## src/rtl/booth_pkg.sv

```systemverilog
// Shared types and size helpers for the iterative radix-4 Booth multiplier.
// No logic, no latency; provides the digit struct, FSM state type and the
// digit-count / cycle-count helpers used by booth_iter_mul and booth_digit_enc.
package booth_pkg;

  // One recoded radix-4 digit: magnitude select (one/two) plus sign.
  typedef struct packed {
    logic neg;
    logic one;
    logic two;
  } booth_digit_t;

  typedef enum logic [1:0] {
    IDLE = 2'd0,
    BUSY = 2'd1,
    DONE = 2'd2
  } state_t;

  // Number of radix-4 digits needed to cover an nbit operand in either mode.
  function automatic int npp(input int nbit);
    return (nbit + 2) / 2;
  endfunction

  // Number of BUSY cycles when k digits are consumed per cycle.
  function automatic int ncyc(input int nbit, input int k);
    return (npp(nbit) + k - 1) / k;
  endfunction

endpackage

```

## src/rtl/booth_digit_enc.sv

```systemverilog
// Radix-4 Booth digit encoder: triplet -> partial product and neg bit.
// Latency: purely combinational. Backpressure: none (no handshake).
// Ports: triplet {b[2i+1],b[2i],b[2i-1]}; a_ext (NBIT+2, already extended);
//        pp = selected magnitude, one's complemented for negative digits; neg.
module booth_digit_enc
  import booth_pkg::*;
#(
  parameter int NBIT = 11
) (
  input  logic [2:0]      triplet,
  input  logic [NBIT+1:0] a_ext,
  output logic [NBIT+1:0] pp,
  output logic            neg
);

  booth_digit_t    dig;
  logic [NBIT+1:0] mag;

  always_comb begin
    dig = '0;
    case (triplet)
      3'b001, 3'b010: dig.one = 1'b1;
      3'b011:         dig.two = 1'b1;
      3'b100:         begin dig.neg = 1'b1; dig.two = 1'b1; end
      3'b101, 3'b110: begin dig.neg = 1'b1; dig.one = 1'b1; end
      default:        dig = '0;
    endcase
  end

  // a<<1 still fits in NBIT+2 bits for both signed and unsigned operands.
  assign mag = dig.one ? a_ext : (dig.two ? {a_ext[NBIT:0], 1'b0} : '0);
  // The +1 that completes the two's complement is added by the accumulator.
  assign pp  = dig.neg ? ~mag : mag;
  assign neg = dig.neg;

endmodule

```

## src/rtl/booth_iter_mul.sv

```systemverilog
// Iterative radix-4 Booth multiplier, PP_PER_CYCLE digits per clock, signed or unsigned.
// Latency: accept in cycle 0, BUSY for NCYC cycles, out_valid from cycle NCYC+1.
// Backpressure: product held in DONE until out_ready; in_ready = out_ready in DONE.
// Ports: clk, rst (sync, active-high); in_valid/in_ready with a, b, signed_i;
//        out_valid/out_ready with product (2*NBIT bits).
module booth_iter_mul
  import booth_pkg::*;
#(
  parameter int NBIT         = 11,
  parameter int PP_PER_CYCLE = 1
) (
  input  logic              clk,
  input  logic              rst,
  input  logic              in_valid,
  output logic              in_ready,
  input  logic [NBIT-1:0]   a,
  input  logic [NBIT-1:0]   b,
  input  logic              signed_i,
  output logic              out_valid,
  input  logic              out_ready,
  output logic [2*NBIT-1:0] product
);

  localparam int K    = PP_PER_CYCLE;
  localparam int NPP  = npp(NBIT);
  localparam int NCYC = ncyc(NBIT, K);
  localparam int AW   = NBIT + 2;
  localparam int PW   = 2 * NBIT;
  localparam int ACCW = 2 * NBIT + 2;
  // b plus the implicit b[-1]=0 at bit 0, padded so every digit slot of every
  // batch can be shifted down without running off the vector.
  localparam int BXW  = 2 * NCYC * K + 1;
  localparam int IDXW = $clog2(NCYC * K + 1);

  state_t          state;
  logic [AW-1:0]   a_r;
  logic [BXW-1:0]  bx;
  logic [ACCW-1:0] acc;
  logic [IDXW-1:0] idx;

  logic [AW-1:0]   a_ext_c;
  logic [2*NPP-1:0] b_ext_c;
  logic            load;
  logic            last_batch;
  logic [ACCW-1:0] acc_next;

  logic [2:0]      trip [K];
  logic [AW-1:0]   pp   [K];
  logic            neg  [K];

  assign in_ready = (state == IDLE) | ((state == DONE) & out_ready);
  assign load     = in_valid & in_ready;

  assign a_ext_c = signed_i ? {{2{a[NBIT-1]}}, a} : {2'b00, a};
  assign b_ext_c = signed_i ? {{(2*NPP-NBIT){b[NBIT-1]}}, b}
                            : {{(2*NPP-NBIT){1'b0}}, b};

  assign last_batch = (int'(idx) + K >= NPP);

  // Triplet selection; slots past the last real digit are forced to zero so a
  // sign-extended b does not leak a spurious digit into the final batch.
  always_comb begin
    logic [BXW-1:0] bsh;
    int             d;
    bsh = '0;
    d   = 0;
    for (int j = 0; j < K; j++) begin
      trip[j] = 3'b000;
      d       = int'(idx) + j;
      if (d < NPP) begin
        bsh     = bx >> (2 * d);
        trip[j] = bsh[2:0];
      end
    end
  end

  for (genvar j = 0; j < K; j++) begin : g_enc
    booth_digit_enc #(.NBIT(NBIT)) u_enc (
      .triplet (trip[j]),
      .a_ext   (a_r),
      .pp      (pp[j]),
      .neg     (neg[j])
    );
  end

  // Sign-extend each partial product, add its neg bit at the same weight and
  // place it at 2^(2d); everything wraps modulo 2^ACCW.
  always_comb begin
    logic [ACCW-1:0] term;
    term     = '0;
    acc_next = acc;
    for (int j = 0; j < K; j++) begin
      term     = {{(ACCW-AW){pp[j][AW-1]}}, pp[j]} + {{(ACCW-1){1'b0}}, neg[j]};
      acc_next = acc_next + (term << (2 * (int'(idx) + j)));
    end
  end

  always_ff @(posedge clk) begin
    if (rst) begin
      state     <= IDLE;
      out_valid <= 1'b0;
      product   <= '0;
      acc       <= '0;
      idx       <= '0;
      a_r       <= '0;
      bx        <= '0;
    end else begin
      if (load) begin
        a_r <= a_ext_c;
        bx  <= BXW'({b_ext_c, 1'b0});
        acc <= '0;
        idx <= '0;
      end
      case (state)
        IDLE: begin
          if (in_valid) state <= BUSY;
        end
        BUSY: begin
          acc <= acc_next;
          if (last_batch) begin
            product   <= acc_next[PW-1:0];
            out_valid <= 1'b1;
            idx       <= '0;
            state     <= DONE;
          end else begin
            idx <= idx + IDXW'(K);
          end
        end
        DONE: begin
          if (out_ready) begin
            out_valid <= 1'b0;
            state     <= in_valid ? BUSY : IDLE;
          end
        end
        default: state <= IDLE;
      endcase
    end
  end

endmodule

```

## config.mk

```make
export PLATFORM = sky130hd
export DESIGN_NAME = booth_iter_mul
export DESIGN_NICKNAME = d
export VERILOG_FILES = /design/src/rtl/booth_pkg.sv /design/src/rtl/booth_digit_enc.sv /design/src/rtl/booth_iter_mul.sv
export SDC_FILE = /design/constraint.sdc
export NUM_CORES = 1
export LEC_CHECK = 0
export CORE_MARGIN = 1.5
export CORE_UTILIZATION = 58
export DETAILED_ROUTE_END_ITERATION = 8
export DONT_BUFFER_PORTS = 1
export GPL_TIMING_DRIVEN = 1
export PLACE_DENSITY = 0.74
export SYNTH_ARGS = -nofsm -noshare
export SYNTH_HDL_FRONTEND = slang
export SYNTH_HIERARCHICAL = 1
export SYNTH_SLANG_ARGS = --single-unit
```

## constraint.sdc

```tcl
create_clock -name clk -period 15.2 [get_ports clk]
set_input_delay 1.52 -clock clk [delete_from_list [all_inputs] [get_ports clk]]
set_output_delay 1.52 -clock clk [all_outputs]
set_load 0.05 [all_outputs]
```

Yosys cells after proc, flatten, opt, wreduce, memory -nomap -nowiden --
Cells that the tools add are included.
Word-level totals: output and inout port bits 24, flip-flop bits (word level) 77, input port bits 27
Operators by class: shift-type cells 2, bitwise logic cells 4, reductions and logical operators 9, magnitude comparators 2, equal/unequal tests 11, add/subtract/negate cells 4, muxes and demuxes 22
Operators with widths (count):
- 2-to-1 mux 13 bit | 4
- 2-to-1 mux 24 bit | 2
- adder 24 bit | 1
- left shift 24 x 4 -> 24 bit | 1
- adder 13 x 2 -> 14 bit | 1
- NOT 13 bit | 1
- >> shifter 13 x 4 -> 3 bit | 1
- 2-to-1 mux 12 bit | 1
- 2-to-1 mux 3 bit | 4
- == test 3 bit, second input constant | 3
- == test 3 x 2 -> 1 bit, second input constant | 2
- 2-to-1 mux 1 bit | 6
- 2-to-1 mux 2 bit | 3
- inequality test 2 bit, second input constant | 3
- one-hot mux 2 bit (3 select lines) | 1
- AND reduction 3 bit | 2
- adder 3 x 1 -> 4 bit, second input constant | 1
- greater-or-equal comparator 4 x 3 -> 1 bit, second input constant | 1
- nonzero test 2 bit | 2
- OR reduction 4 bit | 1
- adder 3 x 1 -> 3 bit, second input constant | 1
- == test 3 x 1 -> 1 bit, second input constant | 1
- < comparator 3 bit, second input constant | 1
- OR reduction 3 bit | 1
- other kinds (8) | 9

Logic depth before layout (Yosys ltp) --
Gate-level depths: netlist of run 1.
word-level depth 13, depth in mapped cells 27, depth with buffers taken out 22

Modules after synthesis --
The synthesis of run 1 kept the hierarchy.
By module, submodules not included:
- booth_iter_mul | cells each 604, times used 1, area each 4647.0 um^2
- booth_digit_enc | cells each 51, times used 1, area each 483.0 um^2

Least setup slack after synthesis of run 1 --
OpenSTA, ideal clock, no wires.
path type reg-to-reg, start point register idx[0], end point register acc[19], period minus slack after synthesis 5.693 ns, stages on the path, launching flop included 24, data arrival time 5.576 ns, required time 15.083 ns, path slack 9.507 ns, cells stage by stage dfxtp_1 clkbuf_1 clkbuf_1 buf_1 o21ai_0 o22ai_1 buf_6 or3b_4 buf_6 o221ai_2 nand4_2 or4_2 xor2_1 mux2i_1 a211oi_1 a21oi_1 ha_1 and3_1 and2_1 nand2_1 nor2_1 a2111oi_0 xnor2_1 a22o_1
RTL lines:
- start, declared | line booth_iter_mul.sv:39 | logic [IDXW-1:0] idx;
- start signal, assigned | line booth_iter_mul.sv:126 | idx <= idx + IDXW'(K);
- end signal, assigned | line booth_iter_mul.sv:119 | acc <= acc_next;
- end, declared | line booth_iter_mul.sv:38 | logic [ACCW-1:0] acc;

==> results of run 1 <==
## final timing paths
check             startpoint          end  cells after the start
setup / recovery      idx[1]  product[20]                     20
hold reg to reg       bx[12]       bx[12]                      2
hold / removal        bx[12]       bx[12]                      2
setup reg to reg      idx[1]  product[20]                     20
## kinds of logic after synthesis
kind of cell	count (synthesis)	share of synthesized area [%]
compound gates	193	25.1
xor+xnor	40	6.83
fa+ha+maj	28	6.98
buf+inv	54	4.41
flops	74	28.9
mux	19	4.07
simple gates	247	23.8
## cell usage in the layout, fill, tap and decap left out, types with 13 or more instances in the layout
master    Yosys  final
nand4b_1     13     13
xnor2_1      32     32
o21ai_0      31     31
nand2_1     110    110
a21oi_1      80     80
mux2i_1      13     13
nand3_1      21     21
dfxtp_1      74     74
ha_1         27     27
nor3_1       13     13
nor2_1       33     33
## stage by stage
| step | util, % | power, mW | hold slack (ns) |
|---|---|---|---|
| 2_1_floorplan | - | 0.352 | 0.432 |
| 3_3_place_gp | 59.2 | 0.384 | 0.436 |
| 3_5_place_dp | 59.2 | 0.385 | 0.440 |
| 4_1_cts | 61.6 | 0.543 | 0.450 |
| 5_1_grt | 61.6 | 0.572 | 0.474 |
| 6_report | 61.6 | 0.545 | 0.455 |
## power by group through the flow
stage,Sequential [mW],Clock (mW),Combinational (mW)
final,0.214,0.160,0.171
after global routing,0.215,0.168,0.189
after detailed placement,0.218,0,0.167
after floorplan,0.213,0,0.139
after CTS,0.213,0.161,0.169
after global placement,0.218,0,0.166
## sequential cells by signal, summed over array words and instances (netlist names)
register   count
acc           22
product       22
a_r           12
bx            12
idx            3
state          2
out_valid      1
## metal layers
| layer | wire length (um) | GRT usage, % |
|---|---|---|
| met3 | 721 | 5.13 |
| met1 | 6230 | 40.8 |
| met2 | 5890 | 41.9 |
| met4 | 278 | 9.25 |
| met5 | 0 | 0 |
## Yosys cell counts, types with 3 or more instances
cell      number
o211ai_1       3
xnor2_1       32
o221ai_2      10
ha_1          27
inv_1         10
nor4_1         3
nand4_1        3
dfxtp_1       74
nand2b_1       3
nor2b_1        5
o22ai_1        5
and2_1        10
or3_1          6
o21ai_0       31
a21oi_1       80
xor2_1         8
a22o_1         7
nor3_1        13
and3_1         7
nand3_1       21
a21boi_0       3
buf_2          4
a22oi_1        5
o31ai_1        4
a211oi_1       9
nor3b_1        5
mux2i_1       13
a21o_1         9
nand4b_1      13
a31oi_1        5
mux2_2         5
clkbuf_1      34
nand2_1      110
nor2_1        33
## critical path: stages, from the launching register on
cell and delay, ns:
dfxtp_1 1.01, inv_1 0.49, nor2_1 0.34, a22oi_1 0.14
o22ai_1 0.96, xnor2_1 0.21, buf_4 0.26, o221ai_2 0.33
nand3_1 0.28, o41ai_1 0.79, nor2_1 0.16, or3_1 0.40
o211ai_1 0.10, o21ai_0 0.12, ha_1 0.37, a21o_1 0.20
a2111oi_0 0.42, nor3_1 0.15, o31ai_1 0.26, xor2_1 0.12
a211oi_1 0.23
## cell type report
type | instances | area, um2 | area share (%)
repair buffers | 4 | 30.0 | 0.565
flip-flops and latches | 74 | 1480 | 27.9
inverters | 11 | 41.3 | 0.776
clock buffers | 9 | 124 | 2.33
multi-input cells | 527 | 3430 | 64.5
clock inverters | 7 | 77.6 | 1.46
well taps | 108 | 135 | 2.54
==> results.sh, run 1 <==
export IMPL_synthesis_instances=655
export IMPL_ir_drop_v=0.0000648
export IMPL_synth_seq_cells=74
export IMPL_async_reset_ff_share_pct=0
export IMPL_status="finished, final reports clean"
export IMPL_num_rows=34
export IMPL_cts_buffer_depth=2
export IMPL_place_gp_congestion=0.958
export IMPL_ys_warnings_count=6
export IMPL_p_seq_share_pct=39.2
export IMPL_cts_hold_fix_buffers=0
export IMPL_p_sw_uw=200
export IMPL_synthTopCellsByArea="dfxtp_1 29%, nand2_1 8.0%, a21oi_1 7.8%"
export IMPL_power_frac_clock_pct=29.4
export IMPL_grt_util_all_layers_pct=28.1
export IMPL_clk_pin_slew_ns=0.09
export IMPL_hp_class="flip-flop to flip-flop"
export IMPL_setup_violations_final=0
export IMPL_r2r_setup_slack_ns=7.78
export IMPL_fin_setup_tns_ns=0
export IMPL_post_drt_wl_per_cell_um=17.7
export IMPL_routed_via_density=6.31
export IMPL_crit_type="flip-flop to flip-flop"
export IMPL_place_worst_setup_slack_ns=7.95
export IMPL_drt_iter0_drc=312
export IMPL_synth_yosys_seq_area_share_pct=28.9
export IMPL_slew_headroom_pct=20.7
export IMPL_final_fill_count=791
export IMPL_drive_above_1_share_pct=8.23
export IMPL_cts_sinks=74
export IMPL_drv_slew=0
export IMPL_dp_cells=724
export IMPL_synth_area_um2=5130
export IMPL_first_global_vias=4286
export IMPL_port_buffer_count=0
export IMPL_synth_edff_count=0
export IMPL_grt_max_degree=74
export IMPL_path_max_fanout=31
export IMPL_syn_num_nets=710
export IMPL_root_buffer="clkbuf_8"
export IMPL_swShare_pct=36.7
export IMPL_dr_pass1_iters=5
export IMPL_critPathRequiredTime_ns=15.47
export IMPL_internal_power_uw=345
export IMPL_wl_um=13100
export IMPL_maxCapViolCount=0
export IMPL_fin_worst_skew_ns=0.0170
export IMPL_vias=4671
export IMPL_cts_tree="done"
export IMPL_final_nets=682
export IMPL_post_dp_hpwl_um=9530
export IMPL_tightest_slew_ns=1.19
export IMPL_post_cts_buffers=0
export IMPL_clock_latency_ns=0.36
export IMPL_grt_pass1_wl_um=21800
export IMPL_worstSetupEndpointType="flip-flop"
export IMPL_antenna_cells=0
export IMPL_fin_crit_sh_pct=48.8
export IMPL_synth_cell_types=67
export IMPL_area_growth_syn_to_layout_pct=3.66
export IMPL_period_needed_ns=7.42
export IMPL_fin_ws_ns=7.78
export IMPL_drc_errors=0
export IMPL_cts_resized=0
export IMPL_ctsHtreeMaxLevel=3
export IMPL_synth_area_leader_cell="dfxtp_1"
export IMPL_core_um2=8640
export IMPL_place_area_um2=5120
export IMPL_die_w_um=97.0
export IMPL_finalInstanceArea_um2=5320
export IMPL_rsz0062_at_grt="no"
export IMPL_p_comb_share_pct=31.4
export IMPL_io_pins=51
export IMPL_dieArea_um2=9420
export IMPL_numCtsBuffers=9
export IMPL_syn_avg_cell_area_um2=7.83
export IMPL_p_per_area_nw_per_um2=103
export IMPL_hold_viol=0
export IMPL_grt_remaining_overflow=0
export IMPL_start_util_pct=59.4
export IMPL_final_cells=740
export IMPL_fmax_mhz=135
export IMPL_p_leak_nw=1.99
export IMPL_synth_flop_cell="dfxtp_1"
export IMPL_cp_start_kind="flip-flop"
export IMPL_arrival_ns=7.70
export IMPL_die_h_um=97.0
export IMPL_ant_nets=0
export IMPL_netlist_area_leader_share_pct=28.9
export IMPL_antenna_found_initial=0
Power figures use the tool's default switching activity.
==> run 2, diff against run 1 <==
- PLACE_DENSITY: 0.74 -> 0.76
- clock period: 15.2 -> 6.7 ns (I/O delays scaled with it)
==> run 2 against run 1 <==
Fmax rose by 21%. Count of clock-buffer cells in the layout increased by 1. Largest power group unchanged. Critical path depth grew 1. Largest cell class unchanged. Critical path type unchanged. First-iteration DRC count up 6.4%. Combinational power is 130% higher. Final cell count increased by 0.95%. Clock skew is 0.0011 ns lower. Via count up 1.2%. Global-route usage is 1.1 points lower.
==> results.sh, run 2 (same netlist as run 1, synthesis figures left out) <==
export IMPL_hp_class="input port to flip-flop"
export IMPL_path_max_fanout=17
export IMPL_arrival_ns=6.36
export IMPL_crit_type="flip-flop to flip-flop"
export IMPL_status="finished, final reports clean"
export IMPL_p_per_area_nw_per_um2=230
export IMPL_port_buffer_count=0
export IMPL_tightest_slew_ns=1.19
export IMPL_drive_above_1_share_pct=9.08
export IMPL_slew_headroom_pct=20.4
export IMPL_rsz0062_at_grt="no"
export IMPL_grt_max_degree=74
export IMPL_antenna_cells=0
export IMPL_hold_viol=0
export IMPL_drt_iter0_drc=332
export IMPL_num_rows=34
export IMPL_ant_nets=0
export IMPL_numCtsBuffers=9
export IMPL_wl_um=12700
export IMPL_first_global_vias=4325
export IMPL_final_util_pct=62.1
export IMPL_critPathMaxStageDelay_ns=0.54
export IMPL_post_drt_wl_per_cell_um=17.0
export IMPL_min_path_cells=1
export IMPL_dieArea_um2=9420
export IMPL_cpLargestDelayFamily="compound AO/OA/AOI/OAI gates"
export IMPL_fin_ws_ns=0.588
export IMPL_final_common_cell="nand2_1"
export IMPL_cts_sinks=74
export IMPL_reg_largest_list="acc x22, product x22"
export IMPL_final_nets=689
export IMPL_post_dp_hpwl_um=9210
export IMPL_fmax_mhz=164
export IMPL_post_cts_buffers=0
export IMPL_start_util_pct=59.4
export IMPL_drc_errors=0
export IMPL_core_um2=8640
export IMPL_crit_slowest_cell="a2111oi_0"
export IMPL_clock_latency_ns=0.36
export IMPL_dr_pass1_iters=5
export IMPL_holdPathEnd="product[21]"
export IMPL_fin_setup_tns_ns=0
export IMPL_worstSetupEndpointType="flip-flop"
export IMPL_die_w_um=97.0
export IMPL_cts_hold_fix_buffers=0
export IMPL_fin_crit_sh_pct=91.2
export IMPL_r2r_start="idx[1]"
export IMPL_ir_drop_v=0.000134
export IMPL_vias=4729
export IMPL_antenna_found_initial=0
export IMPL_min_from="rst"
export IMPL_r2r_worst_path_cells=21
export IMPL_p_leak_nw=2.01
export IMPL_r2r_setup_slack_ns=0.59
export IMPL_r2r_end="acc[19]"
export IMPL_cts_resized=0
export IMPL_place_gp_congestion=0.920
export IMPL_mostFrequentLayoutCells="110 x nand2_1, 80 x a21oi_1, 74 x dfxtp_1"
export IMPL_ctsHtreeMaxLevel=3
export IMPL_crit_chain="inv_1 > nor2_1 > a22oi_1 > o22ai_1 > buf_4 > xnor2_1 > o221ai_1 > ha_1 > and3_1 > and3_1 > or3_1 > a41oi_1 > o22ai_1 > ha_1 > a21oi_1 > o22ai_1 > a21oi_1 > nor2_1 > a2111oi_0 > xnor2_1 > a22o_1"
export IMPL_final_fill_count=784
export IMPL_period_needed_ns=6.11
export IMPL_drv_slew=0
export IMPL_setup_violations_final=0
export IMPL_grt_util_all_layers_pct=27.0
export IMPL_root_buffer="clkbuf_8"
export IMPL_fin_worst_skew_ns=0.0159
export IMPL_cts_buffer_depth=2
export IMPL_maxCapViolCount=0
export IMPL_critPathRequiredTime_ns=6.95
export IMPL_cp_buffers_inverters=2
export IMPL_place_worst_setup_slack_ns=0.732
export IMPL_io_pins=51
export IMPL_area_growth_syn_to_layout_pct=4.54
export IMPL_grt_pass1_wl_um=21200
export IMPL_routed_via_density=6.33
export IMPL_die_h_um=97.0
export IMPL_cp_start_kind="flip-flop"
export IMPL_grt_remaining_overflow=0
export IMPL_clk_pin_slew_ns=0.10
export IMPL_cts_tree="done"
export IMPL_crit_top_cell="o22ai_1"
[run 2: layout make-up]
| class | count | area (um2) | share of cell area [%] |
|---|---|---|---|
| Tap cell | 108 | 135 | 2.52 |
| Clock inverter | 6 | 66.3 | 1.24 |
| Inverter | 11 | 41.3 | 0.770 |
| Multi-Input combinational cell | 527 | 3430 | 63.9 |
| Timing Repair Buffer | 11 | 82.6 | 1.54 |
| Sequential cell | 74 | 1480 | 27.6 |
| Clock buffer | 10 | 128 | 2.38 |
[run 2: through the flow]
step / hold slack [ns] / cells / instance area, um2 / power (mW)
3_5_place_dp: 0.443 / 731 / 5170 / 0.872
2_1_floorplan: 0.432 / 655 / 5130 / 0.798
6_report: 0.382 / 747 / 5360 / 1.23
3_3_place_gp: 0.438 / 731 / 5170 / 0.866
4_1_cts: 0.368 / 747 / 5360 / 1.23
5_1_grt: 0.363 / 747 / 5360 / 1.30
[run 2: layer usage]
layer	part of all wire, %	GRT usage [%]
met3	5.6	5.13
met2	45	41.4
met4	1.1	6.91
met5	0	0
met1	48	39.0
[run 2: worst max-delay path by stage]
stage / endpoint / slack, ns / depth (start not counted) / from
after CTS: acc[19] / 0.70 / 21 / idx[1]
after floorplan: acc[19] / 1.01 / 23 / idx[0]
after global routing: acc[19] / 0.14 / 21 / idx[1]
after global placement: acc[19] / 0.93 / 21 / idx[1]
after detailed placement: acc[19] / 0.73 / 21 / idx[1]
final: acc[19] / 0.59 / 21 / idx[1]
[run 2: where the power goes]
part	switching (mW)	leakage, nW	internal [mW]
clock network	0.189	0.0889	0.173
registers	0.0194	0.601	0.460
logic	0.241	1.32	0.151
total	0.449	2.01	0.784
